==> config.mk <==
export PLATFORM = sky130hd
export DESIGN_NAME = jt12_ch_wr
export DESIGN_NICKNAME = d
export VERILOG_FILES = /design/src/rtl/jt12_ch_pkg.sv /design/src/rtl/jt12_busy_cnt.sv /design/src/rtl/jt12_ch_wr.sv
export SDC_FILE = /design/constraint.sdc
export NUM_CORES = 1
export LEC_CHECK = 0
export CAP_MARGIN = 5
export CORE_ASPECT_RATIO = 1.75
export CORE_MARGIN = 2
export CORE_UTILIZATION = 43
export CTS_CLUSTER_DIAMETER = 100
export DETAILED_ROUTE_END_ITERATION = 12
export PLACE_DENSITY = 0.77
export SETUP_SLACK_MARGIN = 0.15
export SYNTH_ARGS = -nofsm -noshare
export SYNTH_HDL_FRONTEND = slang
export SYNTH_SLANG_ARGS = --single-unit
==> constraint.sdc <==
create_clock -name clk -period 1.9 [get_ports clk]
set_clock_uncertainty 0.05 [all_clocks]
set_input_delay 0.19 -clock clk [delete_from_list [all_inputs] [get_ports clk]]
set_output_delay 0.19 -clock clk [all_outputs]
set_load 0.005 [all_outputs]
==> src/rtl/jt12_ch_pkg.sv <==
// -----------------------------------------------------------------------------
// jt12_ch_pkg
//   Shared constants and helpers for the per-channel register writer.
//   - Register base addresses of the channel register groups. The low two
//     bits of a register address select the channel inside a part.
//   - Channel-select width and the up_ch packing helper.
//   - Width of the busy counter.
// -----------------------------------------------------------------------------
package jt12_ch_pkg;

    // Register group bases (channel 0 of a part)
    localparam logic [7:0] REG_FNUMLO = 8'hA0;
    localparam logic [7:0] REG_FNUMHI = 8'hA4;
    localparam logic [7:0] REG_ALG    = 8'hB0;
    localparam logic [7:0] REG_PMS    = 8'hB4;

    // Channel select inside a part: sel_reg[1:0], value 3 is unused
    localparam int CH_SEL_W = 2;
    localparam int UP_CH_W  = CH_SEL_W + 1;

    // Busy counter width (BUSY_CYCLES is 1..255)
    localparam int BUSY_W = 8;

    // True when sel addresses the register group starting at base,
    // whatever the channel field is.
    function automatic logic reg_hit(input logic [7:0] sel, input logic [7:0] base);
        return sel[7:CH_SEL_W] == base[7:CH_SEL_W];
    endfunction

    // Channel index as seen by the register file: {part, channel in part}
    function automatic logic [UP_CH_W-1:0] ch_index(input logic part,
                                                   input logic [CH_SEL_W-1:0] chn);
        return {part, chn};
    endfunction

endpackage

==> src/rtl/jt12_busy_cnt.sv <==
// -----------------------------------------------------------------------------
// jt12_busy_cnt
//   Busy-flag timer. A load pulse starts (or restarts) a down-count of
//   BUSY_CYCLES chip-clock ticks; busy is high while the count is non-zero.
//   Ports:
//     clk    in  1  system clock
//     rst_n  in  1  synchronous reset, active low (clears the count)
//     cen    in  1  chip clock enable; one decrement per enabled clk
//     load   in  1  reload the counter with BUSY_CYCLES
//     busy   out 1  count != 0
//   Parameters:
//     BUSY_CYCLES  ticks busy stays set after a load (1..255)
// -----------------------------------------------------------------------------
module jt12_busy_cnt
    import jt12_ch_pkg::*;
#(
    parameter int BUSY_CYCLES = 32
)(
    input  logic clk,
    input  logic rst_n,
    input  logic cen,
    input  logic load,
    output logic busy
);

    localparam logic [BUSY_W-1:0] LOAD_VAL = BUSY_W'(BUSY_CYCLES);

    logic [BUSY_W-1:0] cnt;

    // A load has priority over a coincident tick, so the full BUSY_CYCLES
    // ticks always follow the load clk.
    always_ff @(posedge clk) begin
        if (!rst_n) begin
            cnt <= '0;
        end else if (load) begin
            cnt <= LOAD_VAL;
        end else if (cen && (cnt != '0)) begin
            cnt <= cnt - BUSY_W'(1);
        end
    end

    assign busy = (cnt != '0);

endmodule

==> src/rtl/jt12_ch_wr.sv <==
// -----------------------------------------------------------------------------
// jt12_ch_wr
//   CPU-side writer for the per-channel register file (fnum/block, fb/alg,
//   rl/ams/pms). Decodes the two-step bus write (address port, then data
//   port) into the channel index, data byte, the staged fnum-high latch and
//   one-clk update strobes. Also models the chip busy flag on status reads.
//
//   Parameters:
//     NUM_CH       6 = two parts (ch 1-6), 3 = part 0 only, no B4-B6 group
//     BUSY_CYCLES  cen ticks busy stays set after a data write (1..255)
//   Configuration macro:
//     JT12_BUSY_EN  when defined, busy is driven by jt12_busy_cnt;
//                   otherwise busy and dout[7] are constant 0.
//   Ports:
//     clk         in   1  system clock
//     rst_n       in   1  synchronous reset, active low
//     cen         in   1  chip clock enable (only times the busy flag)
//     cs_n        in   1  chip select, active low
//     wr_n        in   1  write strobe, active low
//     addr        in   2  [0]: 0 address port / 1 data port, [1]: part
//     din         in   8  bus write data
//     dout        out  8  status {busy, 7'd0}
//     busy        out  1  busy flag
//     up_ch       out  3  target channel {part, sel[1:0]}
//     latch_fnum  out  6  {block, fnum[10:8]} staged by an A4-A6 write
//     ch_din      out  8  data byte for the up_* strobes
//     up_fnumlo   out  1  A0-A2 written (one clk)
//     up_alg      out  1  B0-B2 written (one clk)
//     up_pms      out  1  B4-B6 written (one clk)
// -----------------------------------------------------------------------------
module jt12_ch_wr
    import jt12_ch_pkg::*;
#(
    parameter int NUM_CH      = 6,
    parameter int BUSY_CYCLES = 32
)(
    input  logic       clk,
    input  logic       rst_n,
    input  logic       cen,
    input  logic       cs_n,
    input  logic       wr_n,
    input  logic [1:0] addr,
    input  logic [7:0] din,
    output logic [7:0] dout,
    output logic       busy,
    output logic [2:0] up_ch,
    output logic [5:0] latch_fnum,
    output logic [7:0] ch_din,
    output logic       up_fnumlo,
    output logic       up_alg,
    output logic       up_pms
);

    // Second part (ch 4-6) and the stereo/LFO group only exist on 6-channel chips
    localparam logic PART1_EN = (NUM_CH != 3);

    logic                wr_act_p0;
    logic                wr_act_p1;
    logic                wr_evt_p0;
    logic                addr_wr_p0;
    logic                data_wr_p0;
    logic [7:0]          sel_reg;
    logic                part;
    logic [CH_SEL_W-1:0] chn;
    logic                ch_ok;
    logic                hit_fnumlo;
    logic                hit_fnumhi;
    logic                hit_alg;
    logic                hit_pms;

    // ---- stage p0: bus write edge detect and decode ----
    assign wr_act_p0  = ~cs_n & ~wr_n;
    // One event per write access no matter how long wr_n stays low
    assign wr_evt_p0  = wr_act_p0 & ~wr_act_p1;
    assign addr_wr_p0 = wr_evt_p0 & ~addr[0];
    assign data_wr_p0 = wr_evt_p0 &  addr[0];

    assign chn        = sel_reg[CH_SEL_W-1:0];
    // Channel field 3 is a hole in every group on the real chip
    assign ch_ok      = (chn != 2'd3);
    assign hit_fnumlo = reg_hit(sel_reg, REG_FNUMLO);
    assign hit_fnumhi = reg_hit(sel_reg, REG_FNUMHI);
    assign hit_alg    = reg_hit(sel_reg, REG_ALG);
    assign hit_pms    = reg_hit(sel_reg, REG_PMS) & PART1_EN;

    // ---- stage p1: address latch and registered strobes ----
    always_ff @(posedge clk) begin
        if (!rst_n) begin
            wr_act_p1  <= 1'b0;
            sel_reg    <= 8'h00;
            part       <= 1'b0;
            up_ch      <= '0;
            latch_fnum <= '0;
            ch_din     <= '0;
            up_fnumlo  <= 1'b0;
            up_alg     <= 1'b0;
            up_pms     <= 1'b0;
        end else begin
            wr_act_p1 <= wr_act_p0;
            up_fnumlo <= 1'b0;
            up_alg    <= 1'b0;
            up_pms    <= 1'b0;

            if (addr_wr_p0) begin
                sel_reg <= din;
                part    <= addr[1] & PART1_EN;
            end

            // The data port reuses the part of the last address write
            if (data_wr_p0 && ch_ok) begin
                up_ch     <= ch_index(part, chn);
                ch_din    <= din;
                up_fnumlo <= hit_fnumlo;
                up_alg    <= hit_alg;
                up_pms    <= hit_pms;
                // fnum high byte is staged in one latch shared by all
                // channels; the A0-A2 write later commits it.
                if (hit_fnumhi) begin
                    latch_fnum <= din[5:0];
                end
            end
        end
    end

`ifdef JT12_BUSY_EN
    // Every data write restarts the busy window, even ignored addresses
    jt12_busy_cnt #(
        .BUSY_CYCLES (BUSY_CYCLES)
    ) u_busy_cnt (
        .clk   (clk),
        .rst_n (rst_n),
        .cen   (cen),
        .load  (data_wr_p0),
        .busy  (busy)
    );
`else
    logic unused_cen;
    assign unused_cen = cen;
    assign busy       = 1'b0;
`endif

    assign dout = {busy, 7'd0};

endmodule
==> flow_summary.yaml <==
outcome:
  status: "complete, no violations"
floorplan:
  die_w_um: 44.3
  die_y_um: 74.5
  ios: 44
  initial_core_util_pct: 45.4
  coreArea_sq_um: 2690
  row_count: 25
  dieArea_sq_um: 3300
synth:
  yosysWarnings: 0
  synth_area_leaders: "dfxtp_1, mux2i_1, buf_4"
  synth_top_area_share_pct: 49.2
  netlist.top_cell.by_area: "dfxtp_1"
  synth_cell_types: 23
  synth-seq-cells: 30
  syn_area_per_cell_sq_um: 9.18
  synth_cells: 133
  yosysSeqAreaShare_pct: 49.2
  netlist_area_sq_um: 1220
setup_path:
  worstSetupEndpointType: "register"
  critPathArrivalTime_ns: 1.78
  r2r_cells: 3
  crit_slowest_cell: "or4_4"
  critical_path.max_stage_delay_ns: 0.55
  reg2reg_from: "wr_act_p1"
  cp_max_fo: 3
  crit_chain: "clkdlybuf4s50_1 > or3_4 > or4_4 > nor3b_2"
  cp.required_ns: 2.06
  worst-setup-path-type: "input pin to register"
  reg2reg_to: "up_alg"
  cp-start-kind: "input pin"
  crit_buf_inv: 1
  r2r_slack_ns: 0.35
  cp_top_family: "simple AND/OR/NAND/NOR gates"
sta:
  grt_setup_unrepaired: "no"
  min_period_ns: 1.62
  maxSlewViolCount: 0
  finalSetupTns_ns: 0
  min_period_over_period_pct: 85.2
  fmax_mhz: 618
  hold_viol_final: 0
  holdWs_ns: 0.417
  setup_viol: 0
clocking:
  cts-resized-gates: 0
  clock-sinks: 30
  htreeDepth: 2
  cts_tree: "done"
  post_cts.repair.setup_buffers: 0
  clkSlewWorstSetupHoldPaths_ns: 0.06
  numCtsBuffers: 5
  holdBufCountCts: 0
  cts_root_buf: "clkbuf_8"
  clock_path_buffers: 2
  worstSkewPairLatency_ns: 0.28
min_path:
  hold-path-cell-count: 3
  min-delay-start: "addr[1]"
  min_to: "part"
  hold_path_class: "input pin to register"
grt:
  grt_pass1_wl_mm: 4.74
  grt-ovfl-total: 0
  antenna_found_initial: 0
  grt_max_degree: 22
  grt_pass1_vias: 1095
  grt_util_all_layers_pct: 20.3
pwr:
  peakVddDrop_uv: 685
  leakagePower_nw: 0.609
  powerDensity_nw_per_um2: 746
layout:
  n_antenna_cell: 0
  nets: 190
  layout_commonest_cell: "clkdlybuf4s50_1"
  final_cell_mix: "clkdlybuf4s50_1, dfxtp_1, mux2i_1, nand2_1, a21oi_1"
  finish.utilization_pct: 62.6
  area_growth_pct: 37.9
  drive_gt1_share_pct: 14.3
drt:
  wirelength_mm: 2.97
  num_vias: 1079
  first_iter_violations: 38
  vias_per_cell: 5.34
  dr.pass1.iters: 4
  drc: 0
  post_drt_wl_per_cell_um: 14.7
  final_antenna_net_count: 0
job:
  cap_violations: 0
placement:
  io_buffer_count: 33
  hpwl_mm: 2.19
  gp_congestion: 0.751
[layout make-up]
type | count | area (sq um)
Clock inverter | 2 | 10.0
Clock buffer | 5 | 68.8
Inverter | 1 | 3.75
Multi-Input combinational cell | 93 | 554
Fill cell | 250 | 1010
Sequential cell | 30 | 601
Tap cell | 27 | 33.8
Timing Repair Buffer | 44 | 413
[logic make-up (layout without fill, tap and decap cells)]
family | after synthesis | after routing | synth area share, %
simple gates | 44 | 44 | 19.4
mux | 14 | 14 | 11.5
other cells | 1 | 9 | 0.307
buf+inv | 18 | 52 | 8.40
flops | 30 | 30 | 49.2
compound gates | 26 | 26 | 11.3
[layer usage]
layer | track usage, % | part of all wire [%] | vias up
met3 | 6.55 | 4.9 | 7
met4 | 12.8 | 2.9 | 0
met5 | 0 | 0 | -
li1 | - | - | 523
met1 | 19.4 | 37 | 521
met2 | 36.1 | 56 | 28
[stage by stage]
stage	instance area, sq um	total power, mW	worst slack, ns	cells
3_5_place_dp	1610	0.792	-0.0298	195
3_3_place_gp	1610	0.787	0.0310	195
6_report	1680	1.26	0.281	202
4_1_cts	1680	1.27	0.268	202
2_1_floorplan	1250	0.733	0.414	141
5_1_grt	1680	1.30	0.197	202
[how the worst max path moves through the flow]
stage                     cells after the start       endpoint  slack, ns      start
final                                         4         up_alg       0.28       wr_n
after global routing                          5  latch_fnum[1]       0.20       wr_n
after CTS                                     5  latch_fnum[1]       0.27       wr_n
after detailed placement                      4         up_alg      -0.03       wr_n
after global placement                        4         up_alg       0.03       wr_n
after floorplan                               3  latch_fnum[0]       0.41  wr_act_p1
[Yosys cell counts]
cell type and instances:
nor3_1 3, nand3_1 11, inv_2 1, or4_4 1, nand2b_1 1, or3_4 1
nor4_4 1, nor3b_2 1, a21boi_1 1, nand4bb_1 1, nor4_1 1, buf_2 1
nand2_1 14, o21ai_1 9, clkbuf_1 7, mux2i_1 14, o21ai_0 3, a21bo_2 1
dfxtp_1 30, buf_4 9, conb_1 1, nor2_1 9, a21oi_1 12
[tightest hold or removal path: stages]
cell	delay [ns]
clkdlybuf4s50_1	0.40
nand2_1	0.06
a21oi_1	0.05
[report_power, final]
part           switching [mW]  total [mW]  internal, mW
Combinational          0.0641       0.129        0.0653
Clock                   0.231       0.476         0.245
Sequential            0.00849       0.650         0.642
Power figures use the tool's default switching activity.
